===== config.mk =====
export PLATFORM = sky130hd
export DESIGN_NAME = karatsuba_pp_gen_24bit
export DESIGN_NICKNAME = d
export VERILOG_FILES = /design/src/rtl/karatsuba_pp_gen_24bit.sv
export SDC_FILE = /design/constraint.sdc
export NUM_CORES = 1
export LEC_CHECK = 0
export ABC_AREA = 1
export BUFFER_PORTS_ARGS = -buffer_cell sky130_fd_sc_hd__buf_2
export CELL_PAD_IN_SITES_DETAIL_PLACEMENT = 1
export CELL_PAD_IN_SITES_GLOBAL_PLACEMENT = 1
export CORE_MARGIN = 2
export CORE_UTILIZATION = 39
export CTS_CLUSTER_SIZE = 30
export DETAILED_ROUTE_END_ITERATION = 8
export GPL_ROUTABILITY_DRIVEN = 1
export HOLD_SLACK_MARGIN = 0.15
export PLACE_DENSITY_LB_ADDON = 0.3
export SKIP_LAST_GASP = 1
export SLEW_MARGIN = 5
export SYNTH_ARGS = -nofsm -noshare
export SYNTH_HDL_FRONTEND = slang
export SYNTH_SLANG_ARGS = --single-unit

===== constraint.sdc =====
create_clock -name clk -period 2.5 [get_ports clk]
set_input_delay 0 -clock clk [delete_from_list [all_inputs] [get_ports clk]]
set_output_delay 0 -clock clk [all_outputs]
set_load 0.01 [all_outputs]

===== src/rtl/karatsuba_pp_gen_24bit.sv =====
// rtl/karatsuba_pp_gen_24bit.sv - one-level Karatsuba partial-product generator for GF(2) polynomials.
// One bit-serial h x h carry-less multiplier is time-shared across the low, high and middle products.
module karatsuba_pp_gen_24bit #(
  parameter int n = 24
) (
  input  logic         clk,
  input  logic         rst,
  input  logic         in_valid,
  output logic         in_ready,
  input  logic [n-1:0] a_in,
  input  logic [n-1:0] b_in,
  output logic         out_valid,
  input  logic         out_ready,
  output logic [n-2:0] pp_lo_out,
  output logic [n-2:0] pp_mid_out,
  output logic [n-2:0] pp_hi_out
);

  localparam int h  = n / 2;
  localparam int CW = (h > 1) ? $clog2(h) : 1;

  typedef enum logic [2:0] {
    IDLE    = 3'd0,
    MUL_LO  = 3'd1,
    MUL_HI  = 3'd2,
    MUL_MID = 3'd3,
    HOLD    = 3'd4
  } state_t;

  state_t         r_state;
  state_t         w_state_next;
  logic [n-1:0]   r_a;
  logic [n-1:0]   r_b;
  logic [n-2:0]   r_acc;
  logic [CW-1:0]  r_count;
  logic [n-2:0]   r_pp_lo;
  logic [n-2:0]   r_pp_mid;
  logic [n-2:0]   r_pp_hi;

  logic [h-1:0]   w_a_sel;
  logic [h-1:0]   w_b_sel;
  logic [CW-1:0]  w_bit_idx;
  logic           w_last;
  logic [n-2:0]   w_acc_next;

  // Multiplier bits are consumed MSB first so the accumulator only ever shifts left.
  assign w_bit_idx  = CW'(h - 1) - r_count;
  assign w_last     = (r_count == CW'(h - 1));
  assign w_acc_next = (r_acc << 1)
                    ^ (w_b_sel[w_bit_idx] ? {{(n-1-h){1'b0}}, w_a_sel} : '0);

  always_comb begin
    w_a_sel = r_a[h-1:0];
    w_b_sel = r_b[h-1:0];
    case (r_state)
      MUL_HI: begin
        w_a_sel = r_a[n-1:h];
        w_b_sel = r_b[n-1:h];
      end
      MUL_MID: begin
        w_a_sel = r_a[h-1:0] ^ r_a[n-1:h];
        w_b_sel = r_b[h-1:0] ^ r_b[n-1:h];
      end
      default: ;
    endcase
  end

  always_ff @(posedge clk) begin
    if (rst) r_state <= IDLE;
    else     r_state <= w_state_next;
  end

  always_comb begin
    w_state_next = r_state;
    case (r_state)
      IDLE:    if (in_valid)  w_state_next = MUL_LO;
      MUL_LO:  if (w_last)    w_state_next = MUL_HI;
      MUL_HI:  if (w_last)    w_state_next = MUL_MID;
      MUL_MID: if (w_last)    w_state_next = HOLD;
      HOLD:    if (out_ready) w_state_next = IDLE;
      default:                w_state_next = IDLE;
    endcase
  end

  always_ff @(posedge clk) begin
    if (rst) begin
      r_a      <= '0;
      r_b      <= '0;
      r_acc    <= '0;
      r_count  <= '0;
      r_pp_lo  <= '0;
      r_pp_mid <= '0;
      r_pp_hi  <= '0;
    end else begin
      case (r_state)
        IDLE: begin
          if (in_valid) begin
            r_a     <= a_in;
            r_b     <= b_in;
            r_acc   <= '0;
            r_count <= '0;
          end
        end
        MUL_LO, MUL_HI, MUL_MID: begin
          if (w_last) begin
            r_count <= '0;
            r_acc   <= '0;
            if (r_state == MUL_LO) r_pp_lo <= w_acc_next;
            if (r_state == MUL_HI) r_pp_hi <= w_acc_next;
            // Middle term is corrected here so the overlap stage only has to XOR.
            if (r_state == MUL_MID) r_pp_mid <= w_acc_next ^ r_pp_lo ^ r_pp_hi;
          end else begin
            r_count <= r_count + CW'(1);
            r_acc   <= w_acc_next;
          end
        end
        default: ;
      endcase
    end
  end

  assign in_ready   = (r_state == IDLE);
  assign out_valid  = (r_state == HOLD);
  assign pp_lo_out  = r_pp_lo;
  assign pp_mid_out = r_pp_mid;
  assign pp_hi_out  = r_pp_hi;

endmodule


==> summary by stage <==
Floorplanning
The die is 134 µm wide. The die covers 0.0180 mm². Pin placement for this block handled 123 I/O pins. From bottom edge to top edge, the die measures 134 µm. The core area is roughly 0.017 mm².

The initialized floorplan defines 47 standard-cell rows. The starting density of the core is 39.8%.

Global route
The total global routing track utilization is roughly 24%. The pin count of the biggest net entering global routing is 60. The via count of the first global-routing pass is 6887. The global-route wire length before repair is 34600 µm. For this run the aggregate overflow at the end of global routing stands at 0.

The initial antenna violation count was 0.

Job
The max-cap violation count is 0.

Worst setup path
The worst setup path is of the reg -> reg kind. The worst setup path is launched from a flip-flop. The maximum fanout along the worst path is 35. The arrival time at the worst endpoint is 2.63 ns. The type of element capturing the critical path is a flip-flop. The required time of the critical path is 2.81 ns.

CTS
The clock passes through at most 2 buffers. TritonCTS built the clock tree. In this run the number of H-tree levels came out at 4. CTS placed an instance of clkbuf_16 at the clock tree root. The number of buffers created by CTS is 17. The number of setup buffers added after CTS is 0. For the worst-skew pair, the clock arrives at the later sink with an insertion delay of roughly 0.43 ns. The TritonCTS sink count is 146. After clock tree synthesis, the clock-pin slew on the worst setup and hold paths is approximately 0.060 ns.

Routing
The detailed-route wire length per cell is 15.9 µm. In the routed layout, each cell is associated on average with a via count of 5.07. The routed design has 21400 µm of wire. The iteration count of the initial detailed-routing pass is 5. In this run the remaining antenna-violating nets after routing total 0. The routed layout has about 7000 vias.

The detailed router's first-iteration violation count is 368. The detailed-route DRC error count is 0.

Logic synthesis
The total of warnings raised by yosys is 0. By area the synthesized netlist is led by dfxtp_1 44%, nor2_1 9.9%, nand2_1 9.7%. After synthesis the cells add up to 0.00661 mm². The cell taking the most area after synthesis is dfxtp_1.

The share of synthesized registers carrying an async set or reset is 0%. The fraction of synthesized cell area taken by the top area cell type is 44.3%. The flip-flop and latch count after synthesis is 146.

The sequential fraction of the synthesis area is 44.3%. The synthesized area divided by synthesized cell count is between 6 and 7 µm². Synthesis instantiated 25 different standard cells from the library. Synthesis produced a netlist with a net count of 1004.

In the synthesized netlist, the number of instances is between 900 and 1000. By count the netlist is led by 174 x nor2_1, 170 x nand2_1, 146 x dfxtp_1. The number of synthesized flops with an enable pin is 0. Among all flip-flop cells after synthesis, the most frequent one is dfxtp_1. nor2_1 is the most common cell in the netlist.

Power
The power density normalized to cell area is around 900 mW/mm². Across the VDD grid, the largest voltage drop is 0.674 mV. The leakage power is 0.00400 µW.

Place
The number of buffer cells added on primary ports is 122. Once detailed placement completed, the half-perimeter wirelength came to approximately 14000 µm. Routability-driven placement finished with a final weighted congestion of 0.786. Once placement finished, the instance area stood at 0.00744 mm². The placed instance count is 1260.

Worst hold path
The class of the most critical hold timing path is in -> reg.

STA
The total count of hold-check failures in the final report is 0. After routing, the total negative slack on setup checks comes to 0 ns. The slew at the pin closest to its max-slew limit is 0.876 ns. After layout, the minimum clock period comes to 2.32 ns. The tightest hold margin is approximately 0.17 ns. The number of pins with negative max-slew slack in the final report is 0. The maximum operating frequency is approximately 430 MHz. The final critical path takes up 92.9% of the cycle. Between clock sinks in the finished design, the worst skew comes to 0.0103 ns. The number of failing setup endpoints in the final timing report is 0. Headroom to the max-slew limit came out at 41.2%. Setup repair after global routing could not meet its margin everywhere.

Final layout
After the last flow step, the layout net total stands at approximately 1200. Of the cells placed in the final design, the portion with a size suffix greater than 1 is between 10% and 20%. The area growth from synthesis to final layout is 29.9%. The non-filler instance count after layout is ~1300. The diode insertion count for antenna repair is 0. The area of all placed cells without fillers is 0.00858 mm².

Run status
The flow ran to the end, and the final reports show no timing, DRC or antenna violations.
per-stage QoR:
stage,setup WS (ns),power [µW],util (%)
after CTS,0.0201,7460,51.5
after global routing,-0.0211,7900,51.7
after global placement,0.266,4640,44.9
after floorplan,0.589,4080,-
final,0.178,7500,51.7
after detailed placement,0.118,4680,44.9
where the power goes:
group | switching, µW | internal [µW]
Clock | 1040 | 1670
Sequential | 194 | 2570
Combinational | 1410 | 624
flip-flops by register name, indices dropped and copies added (netlist names):
register and count:
pp_mid_out 23, r_count 4, pp_hi_out 23, r_acc 22, r_a 24, pp_lo_out 23, r_state 3, r_b 24
placed cells by master, fill, tap and decap left out, drive strengths merged:
cell,count
xnor2,11
dfxtp,146
a21oi,66
nor2,177
clkinv,7
nand3,73
and3,1
o21ai,113
xor2,35
ha,2
nand2,171
nand4,11
inv,87
a211oi,1
buf,142
clkbuf,18
nor3,5
dlygate4sd3,49
o221ai,1
bufinv,4
clkinvlp,2
worst max-delay path: stages (launching register included):
cell and delay, ns:
dfxtp_2 0.40, inv_2 0.13, nor2_4 0.24, nand2_1 0.09, nand2_1 0.09, nand3_1 0.09
nand2_1 0.10, nand2_1 0.05, nand3_1 0.08, nand3_1 0.09, nand2_2 0.09, buf_12 0.18
nand2_1 0.12, nand2_1 0.11, nand2_1 0.08, o21ai_0 0.19, inv_1 0.08
repair_timing:
| item | 4_1_cts | 5_1_grt |
|---|---|---|
| resized for setup | 0 | 5 |
| setup endpoints to repair | 0 | 45 |
| hold buffers | 49 | 0 |
| endpoints found under the hold margin | 50 | 0 |
cell type report:
type / count / area [µm²]
Clock buffer: 18 / 429
Clock inverter: 13 / 185
Fill cell: 2180 / 8010
Inverter: 87 / 327
Multi-Input combinational cell: 667 / 3160
Sequential cell: 146 / 2930
Tap cell: 220 / 275
Timing Repair Buffer: 191 / 1280
per-layer routing:
layer | GRT usage [%] | up-vias | wire, µm
met5 | 0 | - | 0
met4 | 8.30 | 0 | 420
met3 | 3.97 | 32 | 720
met2 | 42.2 | 133 | 10600
met1 | 30.8 | 3280 | 9630
li1 | - | 3357 | -
kinds of logic (layout without fill, tap and decap cells):
kind of cell,Yosys count,count (layout),share of synthesized area (%)
AND/OR/NAND/NOR,436,438,26.9
buffers and inverters,139,309,8.52
flip-flops,146,146,44.3
adder cells (fa/ha/maj),2,2,0.379
XOR/XNOR,46,46,6.10
AO/OA/AOI/OAI,181,181,13.8
final timing paths:
kind / startpoint / endpoint / slack (ns) / depth (start not counted)
max: r_state[1] / pp_lo_out[3] / 0.18 / 16
min: in_valid / r_state[1] / 0.17 / 4
max reg2reg: r_state[1] / pp_lo_out[3] / 0.18 / 16
min reg2reg: r_b[15] / r_b[15] / 0.49 / 2
Note: power is estimated with default switching activity, not from simulation.
